### src/rtl/mem_buf_ctrl_if.sv
// mem_buf_ctrl_if: producer, consumer, buffer and status signals of mem_buf_ctrl
interface mem_buf_ctrl_if #(
    parameter int ADDR_W = 4,
    parameter int DATA_W = 16
);
    logic req0, req1, gnt0, gnt1;
    logic [DATA_W-1:0] data0, data1;
    logic rd_req, rd_valid;
    logic [DATA_W-1:0] rd_data;
    logic mem_w, mem_r;
    logic [ADDR_W-1:0] mem_w_addr, mem_r_addr;
    logic [DATA_W-1:0] mem_data_in, mem_data_out;
    logic full, empty;
    logic [ADDR_W:0] count;
    modport master (
        output req0, req1, data0, data1, rd_req, mem_data_out,
        input gnt0, gnt1, rd_valid, rd_data, mem_w, mem_r, mem_w_addr, mem_r_addr,
        input mem_data_in, full, empty, count
    );
    modport slave (
        input req0, req1, data0, data1, rd_req, mem_data_out,
        output gnt0, gnt1, rd_valid, rd_data, mem_w, mem_r, mem_w_addr, mem_r_addr,
        output mem_data_in, full, empty, count
    );
endinterface

### src/rtl/mem_buf_ctrl.sv
// mem_buf_ctrl: two-producer round-robin write arbiter and one-consumer read
// controller around an external buffer with one-cycle registered read.
module mem_buf_ctrl #(
    parameter int ADDR_W = 4,
    parameter int DATA_W = 16
) (
    input logic clk,
    input logic rst,
    mem_buf_ctrl_if.slave bus
);
    localparam logic [ADDR_W:0] DEPTH = (ADDR_W+1)'(1) << ADDR_W;
    logic [ADDR_W-1:0] wr_ptr, rd_ptr;
    logic [ADDR_W:0] cnt;
    logic prio, rv, full, empty, gnt0, gnt1, wr, rd;
    assign full  = cnt == DEPTH;
    assign empty = cnt == '0;
    // prio = 0 favours producer 0 on contention
    assign gnt0 = !rst && !full && bus.req0 && (!bus.req1 || !prio);
    assign gnt1 = !rst && !full && bus.req1 && (!bus.req0 || prio);
    assign wr   = gnt0 | gnt1;
    assign rd   = !rst && bus.rd_req && !empty;
    assign bus.gnt0        = gnt0;
    assign bus.gnt1        = gnt1;
    assign bus.mem_w       = wr;
    assign bus.mem_w_addr  = wr_ptr;
    assign bus.mem_data_in = gnt1 ? bus.data1 : bus.data0;
    assign bus.mem_r       = rd;
    assign bus.mem_r_addr  = rd_ptr;
    // a read issued just before reset must not surface while reset is held
    assign bus.rd_valid    = rv && !rst;
    assign bus.rd_data     = bus.mem_data_out;
    assign bus.full        = full;
    assign bus.empty       = empty;
    assign bus.count       = cnt;
    always_ff @(posedge clk) begin
        if (rst) begin
            wr_ptr <= '0;
            rd_ptr <= '0;
            cnt    <= '0;
            prio   <= 1'b0;
            rv     <= 1'b0;
        end else begin
            wr_ptr <= wr ? wr_ptr + 1'b1 : wr_ptr;
            rd_ptr <= rd ? rd_ptr + 1'b1 : rd_ptr;
            cnt    <= cnt + (ADDR_W+1)'(wr) - (ADDR_W+1)'(rd);
            prio   <= wr ? gnt0 : prio;
            rv     <= rd;
        end
    end
endmodule

### src/flat_wrapper.sv
// flat-port wrapper written by rule: the top's interface ports become plain ports
module mem_buf_ctrl_flat 
#(
    parameter int ADDR_W = 4,
    parameter int DATA_W = 16
)
  (clk, rst, bus_req0, bus_req1, bus_data0, bus_data1, bus_rd_req, bus_mem_data_out, bus_gnt0, bus_gnt1, bus_rd_valid, bus_rd_data, bus_mem_w, bus_mem_r, bus_mem_w_addr, bus_mem_r_addr, bus_mem_data_in, bus_full, bus_empty, bus_count);
  mem_buf_ctrl_if #(.ADDR_W(ADDR_W), .DATA_W(DATA_W)) bus_i ();
  input logic clk;
  input logic rst;
  input wire logic [$bits(bus_i.req0)-1:0] bus_req0;
  input wire logic [$bits(bus_i.req1)-1:0] bus_req1;
  input wire logic [$bits(bus_i.data0)-1:0] bus_data0;
  input wire logic [$bits(bus_i.data1)-1:0] bus_data1;
  input wire logic [$bits(bus_i.rd_req)-1:0] bus_rd_req;
  input wire logic [$bits(bus_i.mem_data_out)-1:0] bus_mem_data_out;
  output wire logic [$bits(bus_i.gnt0)-1:0] bus_gnt0;
  output wire logic [$bits(bus_i.gnt1)-1:0] bus_gnt1;
  output wire logic [$bits(bus_i.rd_valid)-1:0] bus_rd_valid;
  output wire logic [$bits(bus_i.rd_data)-1:0] bus_rd_data;
  output wire logic [$bits(bus_i.mem_w)-1:0] bus_mem_w;
  output wire logic [$bits(bus_i.mem_r)-1:0] bus_mem_r;
  output wire logic [$bits(bus_i.mem_w_addr)-1:0] bus_mem_w_addr;
  output wire logic [$bits(bus_i.mem_r_addr)-1:0] bus_mem_r_addr;
  output wire logic [$bits(bus_i.mem_data_in)-1:0] bus_mem_data_in;
  output wire logic [$bits(bus_i.full)-1:0] bus_full;
  output wire logic [$bits(bus_i.empty)-1:0] bus_empty;
  output wire logic [$bits(bus_i.count)-1:0] bus_count;
  assign bus_i.req0 = bus_req0;
  assign bus_i.req1 = bus_req1;
  assign bus_i.data0 = bus_data0;
  assign bus_i.data1 = bus_data1;
  assign bus_i.rd_req = bus_rd_req;
  assign bus_i.mem_data_out = bus_mem_data_out;
  assign bus_gnt0 = bus_i.gnt0;
  assign bus_gnt1 = bus_i.gnt1;
  assign bus_rd_valid = bus_i.rd_valid;
  assign bus_rd_data = bus_i.rd_data;
  assign bus_mem_w = bus_i.mem_w;
  assign bus_mem_r = bus_i.mem_r;
  assign bus_mem_w_addr = bus_i.mem_w_addr;
  assign bus_mem_r_addr = bus_i.mem_r_addr;
  assign bus_mem_data_in = bus_i.mem_data_in;
  assign bus_full = bus_i.full;
  assign bus_empty = bus_i.empty;
  assign bus_count = bus_i.count;
  mem_buf_ctrl #(.ADDR_W(ADDR_W), .DATA_W(DATA_W)) u_core (.clk(clk), .rst(rst), .bus(bus_i));
endmodule
### config.mk
export PLATFORM = sky130hd
export DESIGN_NAME = mem_buf_ctrl_flat
export DESIGN_NICKNAME = d
export VERILOG_FILES = /design/src/rtl/mem_buf_ctrl_if.sv /design/src/rtl/mem_buf_ctrl.sv /design/src/flat_wrapper.sv
export SDC_FILE = /design/constraint.sdc
export NUM_CORES = 1
export LEC_CHECK = 0
export CAP_MARGIN = 20
export CORE_UTILIZATION = 30
export DETAILED_ROUTE_END_ITERATION = 10
export PLACE_DENSITY = 0.79
export SLEW_MARGIN = 20
export SYNTH_ARGS = -nofsm -noshare
export SYNTH_HDL_FRONTEND = slang
export SYNTH_SLANG_ARGS = --single-unit
### constraint.sdc
create_clock -name clk -period 3.92 [get_ports clk]
set_clock_uncertainty 0.15 [all_clocks]
set_input_delay 0.784 -clock clk [delete_from_list [all_inputs] [get_ports clk]]
set_output_delay 0.784 -clock clk [all_outputs]
set_load 0.02 [all_outputs]
### Yosys cells after proc, flatten, opt, wreduce, memory -nomap -nowiden

Cells that the tools add are included.
W data, S select, Z words.

* add/sub/neg operators: 4
* multiplexer cells: 1
* eq/ne operators: 1
* shifts and indexed selects: 0
* $lt $le $gt $ge: 0
* reduce and logical (&&, ||, !) cells: 17
* divide/modulo/power cells: 0
* bitwise operators: 1
* multipliers: 0

Operator list (count)
* $mux W16: 1
* $add A4 B1 Y4 const B: 2
* $logic_and A1 B1 Y1: 8
* $logic_not A1 Y1: 6
* $add A5 B1 Y5: 1
* $eq A5 B5 Y1 const B: 1
* $logic_not A5 Y1: 1
* $sub A5 B1 Y5: 1
* $logic_or A1 B1 Y1: 2
* $or A1 B1 Y1: 1

* word-level logic and storage cells: 29
* RAM bits: 0
* memory bits (read-only): 0
* output and inout port bits: 52
* latch bits: 0
* flip-flop bits (word level): 15
* memories kept: 0
* input port bits: 53

### Logic depth before layout (Yosys ltp)

Gate-level depths: netlist of the first run.

* word-level depth: 8
* depth in mapped cells: 14
* mapped depth without buffers: 13

### Worst setup path after synthesis of the first run

Ideal clock, no wire load.

* kind: register to register
* start point: reg u_core.cnt[2], in the netlist u_core.bus.count[2]
* end point: reg u_core.cnt[4], in the netlist u_core.bus.count[4]
* cell stages (with the launch flop): 15
* arrival: 3442 ps
* path slack: 258 ps
* clock period less this slack: 3662 ps
* cells stage by stage: dfxtp_1 > inv_1 > ha_1 > nand4bb_2 > inv_2 > clkbuf_1 > nor3_1 > inv_1 > ha_1 > inv_1 > ha_1 > fa_1 > a21o_1 > a2111oi_0 > o21bai_1

* word-level cells in the longest chain between the ends: 8
* elaborated cells between the ends (all ways): 13
* those cells by class: add/sub: 2; eq/ne: 1; bitwise: 1; reduce/logical: 9

RTL lines
* start, declared: line mem_buf_ctrl.sv:13 `logic [ADDR_W:0] cnt;`
* start signal, assigned: line mem_buf_ctrl.sv:45 `cnt <= cnt + (ADDR_W+1)'(wr) - (ADDR_W+1)'(rd);`
* $eq A5 B5 Y1 *: line mem_buf_ctrl.sv:15 `assign full = cnt == DEPTH;`
* via bus_full: line flat_wrapper.sv:26 `output wire logic [$bits(bus_i.full)-1:0] bus_full;`
* $logic_not A1 Y1 *: line mem_buf_ctrl.sv:18, mem_buf_ctrl.sv:19
* $logic_and A1 B1 Y1 *: line mem_buf_ctrl.sv:18, mem_buf_ctrl.sv:19
* $logic_and A1 B1 Y1, on equally long branches (2 in a row): line mem_buf_ctrl.sv:18, mem_buf_ctrl.sv:19
* $or A1 B1 Y1 *: line mem_buf_ctrl.sv:20 `assign wr = gnt0 | gnt1;`
* via bus_mem_w: line flat_wrapper.sv:21 `output wire logic [$bits(bus_i.mem_w)-1:0] bus_mem_w;`
* $add A5 B1 Y5 *: line mem_buf_ctrl.sv:45
* $sub A5 B1 Y5 *: line mem_buf_ctrl.sv:45

Mark *: on every way through the listed nets, which the timed path passes. The rest lies on a longest branch.
A chain may end at the register's enable or synchronous reset.

### Final worst setup path of the first run

* start point: in bus_req0
* end point: out bus_mem_data_in[12]

* word-level cells in the longest chain between the ends: 4

RTL lines
* start, declared: line flat_wrapper.sv:11 `input wire logic [$bits(bus_i.req0)-1:0] bus_req0;`
* $logic_not A1 Y1: line mem_buf_ctrl.sv:19 `assign gnt1 = !rst && !full && bus.req1 && (!bus.req0 || prio);`
* $logic_or A1 B1 Y1: line mem_buf_ctrl.sv:19
* $logic_and A1 B1 Y1: line mem_buf_ctrl.sv:19
* $mux W16: line mem_buf_ctrl.sv:26 `assign bus.mem_data_in = gnt1 ? bus.data1 : bus.data0;`
* end, declared: line flat_wrapper.sv:25 `output wire logic [$bits(bus_i.mem_data_in)-1:0] bus_mem_data_in;`

Every way passes these cells.

==> results.json, run 1 <==
{
  "setup_viol": 0,
  "synth_cells": 128,
  "cp_max_fo": 17,
  "synth_top_cells_by_area": "dfxtp_1 26%, mux2_2 18%, buf_4 10%",
  "wl_per_cell_um": 12.9,
  "fp.dieW_um": 64.0,
  "yosys.area.top_type_share": 0.260,
  "cp.arrival_ps": 2790,
  "synth.distinct_cells": 30,
  "ant_nets": 0,
  "tightest_slew_ps": 471,
  "max_slew_margin": 0.685,
  "core-area_mm2": 0.00369,
  "endpoint_kind": "primary output",
  "period_minus_slack_ps": 3720,
  "cts_buffer_depth": 2,
  "vdd_drop_max_mv": 0.369,
  "critPathLaunchType": "primary input",
  "drt_first_pass_iters": 4,
  "synthSimpleGateAreaFrac": 0.179,
  "grt.overflow.total": 0,
  "ys_seq_elements": 15,
  "cts_tree": "done",
  "p_clk_frac": 0.133,
  "avgViaCountPerCell": 4.55,
  "num_rows": 22,
  "power_w": 0.000940,
  "switching_share": 0.401,
  "slowest_delay_ps": 550,
  "status": "completed",
  "drv_slew": 0,
  "cts_root_buffer": "clkbuf_8",
  "cts_buffers": 3,
  "track_usage": 0.146,
  "top_level_ports": 105,
  "fin_tns_setup_ps": 0,
  "yosysTopAreaCell": "dfxtp_1",
  "cts_hold_buffers": 0,
  "synth_top_family_by_area": "simple AND/OR/NAND/NOR gates",
  "path_clk_slew_ps": 60,
  "pre_cts_ws_ps": 188,
  "p_per_area_mw_per_mm2": 502,
  "final_layout_size_suffix_gt1_frac": 0.144,
  "multi_input_area_um2": 671,
  "crit_chain": "clkdlybuf4s50_1, nor2b_1, nor4b_4, buf_12, mux2_2, clkdlybuf4s50_1",
  "power.internal_w": 0.000564,
  "synth_area_mm2": 0.00115,
  "ys_seq_area_frac": 0.260,
  "final_common_cell": "clkdlybuf4s50_1",
  "yosysWarnings": 0,
  "finish.instance_area_mm2": 0.00187,
  "synthAdderAreaFrac": 0.104,
  "p_comb_frac": 0.620,
  "crit_top_cell": "clkdlybuf4s50_1",
  "antenna_found_initial": 0,
  "fin_ws_ps": 201,
  "crit_type": "in2out",
  "post_cts_buffers": 0,
  "p_leak_nw": 0.728,
  "path_buf_inv": 3,
  "antenna_cells": 0,
  "p_seq_frac": 0.247,
  "synthXorXnorAreaFrac": 0.0152,
  "grt_pass1_wl_um": 4630,
  "slowest_stage": "clkdlybuf4s50_1",
  "cp.required_ps": 2990,
  "period_share": 0.949,
  "grt_max_degree": 18,
  "grt_pass1_vias": 991,
  "nets": 250,
  "area.sequential_um2": 300,
  "drc_errors": 0,
  "drt_iter0_drc": 25,
  "dpl.hpwl_um": 2450,
  "htreeDepth": 1,
  "maxCapViolations": 0,
  "fin_worst_hold_slack_ps": 335,
  "routed_wl_um": 3030,
  "dieHeight_um": 64.0,
  "p_sw_w": 0.000377,
  "synth.net_count": 190,
  "io_buffers": 72,
  "most-common-layout-cells": "72 x clkdlybuf4s50_1, 18 x mux2_2, 15 x dfxtp_1",
  "finalWeightedCongestion": 0.729,
  "dpl-instance-area_mm2": 0.00183,
  "initial_utilization": 0.313,
  "clock-sinks": 15,
  "areaGrowthSynthToFinish_pct": 62.2,
  "n_fill_cell": 358,
  "synth_compound_area_frac": 0.107,
  "max_freq_mhz": 269,
  "cts_resized": 0,
  "synth.area.mux_share": 0.176,
  "path_delay_family": "buffers and inverters",
  "rsz0062_at_grt": "false",
  "avgSynthCellArea_um2": 9.02,
  "worst_skew_pair.late_latency_ps": 250,
  "via_count": 1070,
  "hold_path_class": "reg2reg",
  "hold_violations": 0,
  "fp.dieArea_mm2": 0.00410
}
-- layer usage --
metal / vias up / track usage / routed length, µm
met2: 29 / 0.267 / 1580
met4: 0 / 0.0398 / 18
met5: - / 0 / 0
met1: 488 / 0.158 / 1240
li1: 549 / - / -
met3: 4 / 0.0500 / 184
-- power groups by stage --
stage          logic [W]  clock network, W  registers, W
6_report        0.000583          0.000125      0.000233
5_1_grt         0.000635          0.000138      0.000239
4_1_cts         0.000588          0.000129      0.000233
3_5_place_dp    0.000583                 0      0.000236
3_3_place_gp    0.000565                 0      0.000236
2_1_floorplan   0.000338                 0      0.000269
-- logic make-up (layout without fill, tap and decap cells) --
logic type / after synthesis / in the layout
AOI/OAI and AO/OA: 21 / 21
xor gates and xnor gates: 2 / 2
adders and majority gates: 9 / 9
buffers and inverters: 31 / 90
DFF: 15 / 15
muxes: 18 / 18
and+or+nand+nor: 32 / 32
-- state kept, by name (all words and copies together) (netlist names) --
signal / flops
u_core.bus.count: 5
u_core.bus.mem_r_addr: 4
u_core.bus.mem_w_addr: 4
u_core.prio: 1
u_core.rv: 1
-- synthesized netlist by cell type --
cell and n:
mux2_2 18, buf_4 16, dfxtp_1 15, a21oi_1 10, inv_1 10, ha_1 8, nor2_1 7, nor2b_1 5
nand3_1 4, nor3_1 4, o21ai_0 4, clkbuf_1 3, o31ai_1 3, or4_1 3, a21o_1 2, or3_1 2
a2111oi_0 1, and3_1 1, buf_6 1, fa_1 1, inv_2 1, nand2_1 1, nand2b_1 1, nand3b_1 1
nand4bb_2 1, nor4b_4 1, o21bai_1 1, or4b_1 1, xnor2_1 1, xor2_1 1
-- worst min-delay path: cells and delay by family, from the launching register on --
family             cells  cell delay [ps]
AOI/OAI and AO/OA      2              130
DFF                    1              320
-- path summary, 6_finish.rpt --
kind	start	endpoint	slack (ps)	depth (start not counted)
max	bus_req0	bus_mem_data_in[12]	200	6
min	u_core.bus.mem_w_addr[3]	u_core.bus.mem_w_addr[3]	330	2
max reg2reg	u_core.bus.count[2]	u_core.bus.count[4]	640	12
min reg2reg	u_core.bus.mem_w_addr[3]	u_core.bus.mem_w_addr[3]	330	2
-- stage by stage --
stage	std cells	utilization
final	235	0.508
after global routing	235	0.508
after floorplan	128	-
after global placement	231	0.496
after detailed placement	231	0.496
after CTS	235	0.508
-- final cells by class --
type                            instances  share of cell area
Sequential cell                        15               0.160
Tap cell                               48              0.0321
Timing Repair Buffer                   75               0.403
Inverter                               11              0.0220
Clock buffer                            4              0.0240
Multi-Input combinational cell         82               0.358
(Power assumes the default switching activity.)
==> run 2, diff against run 1 <==
GPL_TIMING_DRIVEN = 0   (was unset)
RECOVER_POWER = 50   (was unset)
==> run 2 against run 1 <==
  * Sequential power hardly changed
  * Combinational power is 3% higher
  * Via count is 14% higher
  * Critical endpoint is now bus_mem_data_in[11]
==> results.json, run 2 (synthesis results as in run 1) <==
{
  "critPathLaunchType": "primary input",
  "critPathLaunch": "rst",
  "worstHoldStart": "u_core.bus.mem_w_addr[3]",
  "p_leak_nw": 0.913,
  "track_usage": 0.148,
  "p_per_area_mw_per_mm2": 445,
  "max_freq_mhz": 270,
  "reg2reg_to": "u_core.bus.count[4]",
  "cts_hold_buffers": 0,
  "final_layout_size_suffix_gt1_frac": 0.194,
  "antenna_cells": 0,
  "clock-sinks": 15,
  "rrSetupSlack_ps": 530,
  "final_util": 0.585,
  "nets": 285,
  "wl_per_cell_um": 12.0,
  "drt_first_pass_iters": 6,
  "path_clk_slew_ps": 60,
  "initial_utilization": 0.313,
  "avgViaCountPerCell": 4.50,
  "n_fill_cell": 346,
  "io_buffers": 88,
  "r2r_start": "u_core.bus.count[2]",
  "drt_iter0_drc": 22,
  "maxCapViolations": 0,
  "grt.overflow.total": 0,
  "crit_type": "in2out",
  "areaGrowthSynthToFinish_pct": 86.8,
  "power_w": 0.000959,
  "hold_path_class": "reg2reg",
  "cp.arrival_ps": 2770,
  "ant_nets": 0,
  "cp.required_ps": 2990,
  "dieHeight_um": 64.0,
  "grt_max_degree": 11,
  "dpl.hpwl_um": 2730,
  "drv_slew": 0,
  "antenna_found_initial": 0,
  "top_level_ports": 105,
  "finish.instance_area_mm2": 0.00216,
  "fp.dieArea_mm2": 0.00410,
  "cp_max_fo": 10,
  "tightest_slew_ps": 465,
  "core-area_mm2": 0.00369,
  "htreeDepth": 1,
  "fin_worst_hold_slack_ps": 329,
  "hold_depth": 2,
  "hold_violations": 0,
  "via_count": 1215,
  "setup_viol": 0,
  "cts_buffers": 3,
  "num_rows": 22,
  "rsz0062_at_grt": "false",
  "max_slew_margin": 0.690,
  "period_share": 0.945,
  "grt_pass1_wl_um": 4730,
  "most-common-layout-cells": "64 x clkdlybuf4s50_1, 24 x dlygate4sd3_1, 18 x mux2_2, 18 x buf_4, 15 x dfxtp_1",
  "cts_resized": 0,
  "cts_tree": "done",
  "grt_pass1_vias": 1018,
  "largest_register_ffs": 5,
  "ff2ff_path_depth": 14,
  "dpl-instance-area_mm2": 0.00210,
  "endpoint_kind": "primary output",
  "hold_path_end": "u_core.bus.mem_w_addr[3]",
  "worst_skew_pair.late_latency_ps": 250,
  "final_common_cell": "clkdlybuf4s50_1",
  "cts_root_buffer": "clkbuf_8",
  "period_minus_slack_ps": 3710,
  "drc_errors": 0,
  "fp.dieW_um": 64.0,
  "cts_buffer_depth": 2,
  "finalWeightedCongestion": 0.738,
  "vdd_drop_max_mv": 0.354,
  "routed_wl_um": 3250,
  "status": "completed"
}
## run 2: changes by cell type in the layout (fill, tap and decap cells not counted)
cell	before	now
buf_6	0	1
inv_2	1	0
buf_12	1	0
inv_1	10	11
clkbuf_1	1	3
buf_4	2	18
dlygate4sd3_1	0	24
clkinv_2	0	1
clkdlybuf4s50_1	72	64
## run 2: cell type report
cell class	count	area, µm²	share of cell area
buffer	20	143	0.0661
inverter	11	41.3	0.0191
multi-input combinational	82	671	0.311
tap	48	60.1	0.0278
clock inverter	1	5.00	0.00232
clock buffer	3	41.3	0.0191
sequential	15	300	0.139
timing repair buffer	90	896	0.415
## run 2: power by group
part	switching [W]	total, W	internal (W)	leakage (nW)
logic	0.000295	0.000602	0.000306	0.764
registers	0.0000395	0.000233	0.000193	0.123
clock network	0.0000546	0.000125	0.0000703	0.0255
## run 2: what timing repair did
| item | 4_1_cts | 5_1_grt |
|---|---|---|
| buffers inserted | 2 | 0 |
| setup endpoints to repair | 9 | 0 |
| hold endpoints to repair | 0 | 0 |
## run 2: worst max-delay path, cell delays in order
cell and delay, ps:
clkdlybuf4s50_1 530, nor4b_4 370, buf_6 200, mux2_2 350, clkdlybuf4s50_1 540
## run 2: routing by layer
| layer | wire [µm] | track usage | vias to the layer above |
|---|---|---|---|
| li1 | - | - | 621 |
| met5 | 0 | 0 | - |
| met4 | 34 | 0.0284 | 0 |
| met1 | 1280 | 0.167 | 545 |
| met3 | 222 | 0.0464 | 4 |
| met2 | 1710 | 0.271 | 45 |
## run 2: through the flow
step	worst slack, ps	TNS (ps)	cells
after floorplan	258	0	128
after global placement	-90.8	-706	264
after detailed placement	-93.6	-746	264
after CTS	202	0	270
after global routing	60.3	0	270
final	215	0	270
## run 2: worst max-delay path by stage
stage	slack (ps)	depth (start not counted)	end
after floorplan	260	14	u_core.bus.count[4]
after global placement	-90	5	bus_mem_data_in[12]
after detailed placement	-90	5	bus_mem_data_in[11]
after CTS	200	5	bus_mem_data_in[11]
after global routing	60	11	u_core.bus.count[4]
final	210	5	bus_mem_data_in[11]
==> run 3, diff against run 2 <==
ABC_CLOCK_PERIOD_IN_PS = 3920   (was unset)
PLACE_DENSITY = 0.86   (was 0.79)
==> run 3 against run 2 <==
  * Maximum frequency shrank 2.7%
  * Critical endpoint is now bus_mem_data_in[1]
  * Count of clock-buffer cells in the layout grew 1
  * Global-route usage grew 1.6 points
==> results.json, run 3 (synthesis results as in run 1) <==
{
  "status": "completed",
  "fp.dieW_um": 64.0,
  "final_util": 0.582,
  "drt_iter0_drc": 78,
  "drt_first_pass_iters": 4,
  "htreeDepth": 1,
  "wl_per_cell_um": 12.4,
  "dieHeight_um": 64.0,
  "r2r_start": "u_core.bus.count[2]",
  "period_share": 0.971,
  "p_leak_nw": 0.905,
  "final_layout_size_suffix_gt1_frac": 0.186,
  "max_freq_mhz": 263,
  "clock-sinks": 15,
  "dpl.hpwl_um": 2740,
  "max_slew_margin": 0.679,
  "fin_ws_ps": 112,
  "antenna_found_initial": 0,
  "endpoint_kind": "primary output",
  "cts_tree": "done",
  "initial_utilization": 0.313,
  "grt_max_degree": 11,
  "cts_root_buffer": "clkbuf_8",
  "cts_buffers": 3,
  "routed_wl_um": 3340,
  "crit_type": "in2out",
  "ant_nets": 0,
  "grt.overflow.total": 0,
  "cp.arrival_ps": 2870,
  "drc_errors": 0,
  "areaGrowthSynthToFinish_pct": 86.0,
  "via_count": 1204,
  "cts_buffer_depth": 2,
  "p_sw_w": 0.000392,
  "p_seq_frac": 0.239,
  "fp.dieArea_mm2": 0.00410,
  "tightest_slew_ps": 481,
  "period_minus_slack_ps": 3810,
  "cp.required_ps": 2990,
  "worst_skew_pair.late_latency_ps": 250,
  "top_level_ports": 105,
  "track_usage": 0.164,
  "setup_viol": 0,
  "grt_pass1_vias": 1114,
  "drv_slew": 0,
  "avgViaCountPerCell": 4.48,
  "vdd_drop_max_mv": 0.349,
  "cp_max_fo": 7,
  "hold_path_class": "reg2reg",
  "path_clk_slew_ps": 60,
  "area.sequential_um2": 300,
  "n_fill_cell": 356,
  "final_common_cell": "clkdlybuf4s50_1",
  "largest_register_ffs": 5,
  "rsz0062_at_grt": "false",
  "p_comb_frac": 0.625,
  "core-area_mm2": 0.00369,
  "grt_pass1_wl_um": 5200,
  "switching_share": 0.408,
  "antenna_cells": 0,
  "critPathLaunch": "bus_req0",
  "finalWeightedCongestion": 0.703,
  "p_per_area_mw_per_mm2": 448,
  "maxCapViolations": 0,
  "pre_cts_ws_ps": -106,
  "power.internal_w": 0.000570,
  "num_rows": 22,
  "p_clk_frac": 0.135,
  "io_buffers": 88,
  "most-common-layout-cells": "63 x clkdlybuf4s50_1, 25 x dlygate4sd3_1, 18 x mux2_2",
  "critPathLaunchType": "primary input",
  "multi_input_area_um2": 671,
  "hold_violations": 0,
  "nets": 284,
  "worstHoldStart": "u_core.bus.mem_w_addr[3]"
}
==> run 3: cell types whose count changed in the layout (fill, tap and decap cells not counted) <==
cell and change:
dlygate4sd3_1 +1, clkdlybuf4s50_1 -1, buf_4 -1, clkbuf_1 +1, clkinv_2 -1
==> run 3: path summary, 6_finish.rpt <==
kind	to	slack [ps]	cells after the start
max	bus_mem_data_in[1]	110	6
min	u_core.bus.mem_w_addr[3]	330	2
max reg2reg	u_core.bus.count[4]	560	14
min reg2reg	u_core.bus.mem_w_addr[3]	330	2
==> run 3: timing repair <==
action	4_1_cts	5_1_grt
gates resized for setup	0	0
buffers inserted	1	0
endpoints found under the setup margin	9	0
hold buffers	0	0
==> run 3: metrics by stage <==
stage / TNS [ps] / area [µm²] / hold WS (ps) / std cells / total power (W)
3_3_place_gp: -761 / 2100 / 314 / 264 / 0.000838
6_report: 0 / 2150 / 330 / 269 / 0.000962
3_5_place_dp: -864 / 2100 / 321 / 264 / 0.000851
2_1_floorplan: 0 / 1150 / 352 / 128 / 0.000606
5_1_grt: 0 / 2150 / 370 / 269 / 0.00103
4_1_cts: 0 / 2150 / 333 / 269 / 0.000989
==> run 3: layout make-up <==
| cell class | instances | area share |
|---|---|---|
| buffer | 20 | 0.0664 |
| timing repair buffer | 89 | 0.414 |
| tap | 48 | 0.0280 |
| clock buffer | 4 | 0.0210 |
| sequential | 15 | 0.140 |
| inverter | 11 | 0.0192 |
| multi-input combinational | 82 | 0.312 |
==> run 3: power groups by stage <==
stage          clock network (W)  registers [W]  logic, W
6_report                0.000130       0.000230  0.000602
5_1_grt                 0.000142       0.000237  0.000654
4_1_cts                 0.000135       0.000233  0.000621
3_5_place_dp                   0       0.000236  0.000616
3_3_place_gp                   0       0.000234  0.000604
2_1_floorplan                  0       0.000269  0.000338
==> run 3: routing by layer <==
| layer | GRT usage | vias to the layer above | part of all wire |
|---|---|---|---|
| li1 | - | 616 | - |
| met4 | 0.0455 | 0 | 0.012 |
| met1 | 0.198 | 549 | 0.41 |
| met3 | 0.0411 | 8 | 0.041 |
| met5 | 0 | - | 0 |
| met2 | 0.285 | 31 | 0.53 |
==> run 3: critical path, stage by stage <==
cell and delay [ps]:
dlygate4sd3_1 570, nor2b_1 170, nor4b_4 250, buf_4 210, mux2_2 350, clkdlybuf4s50_1 540
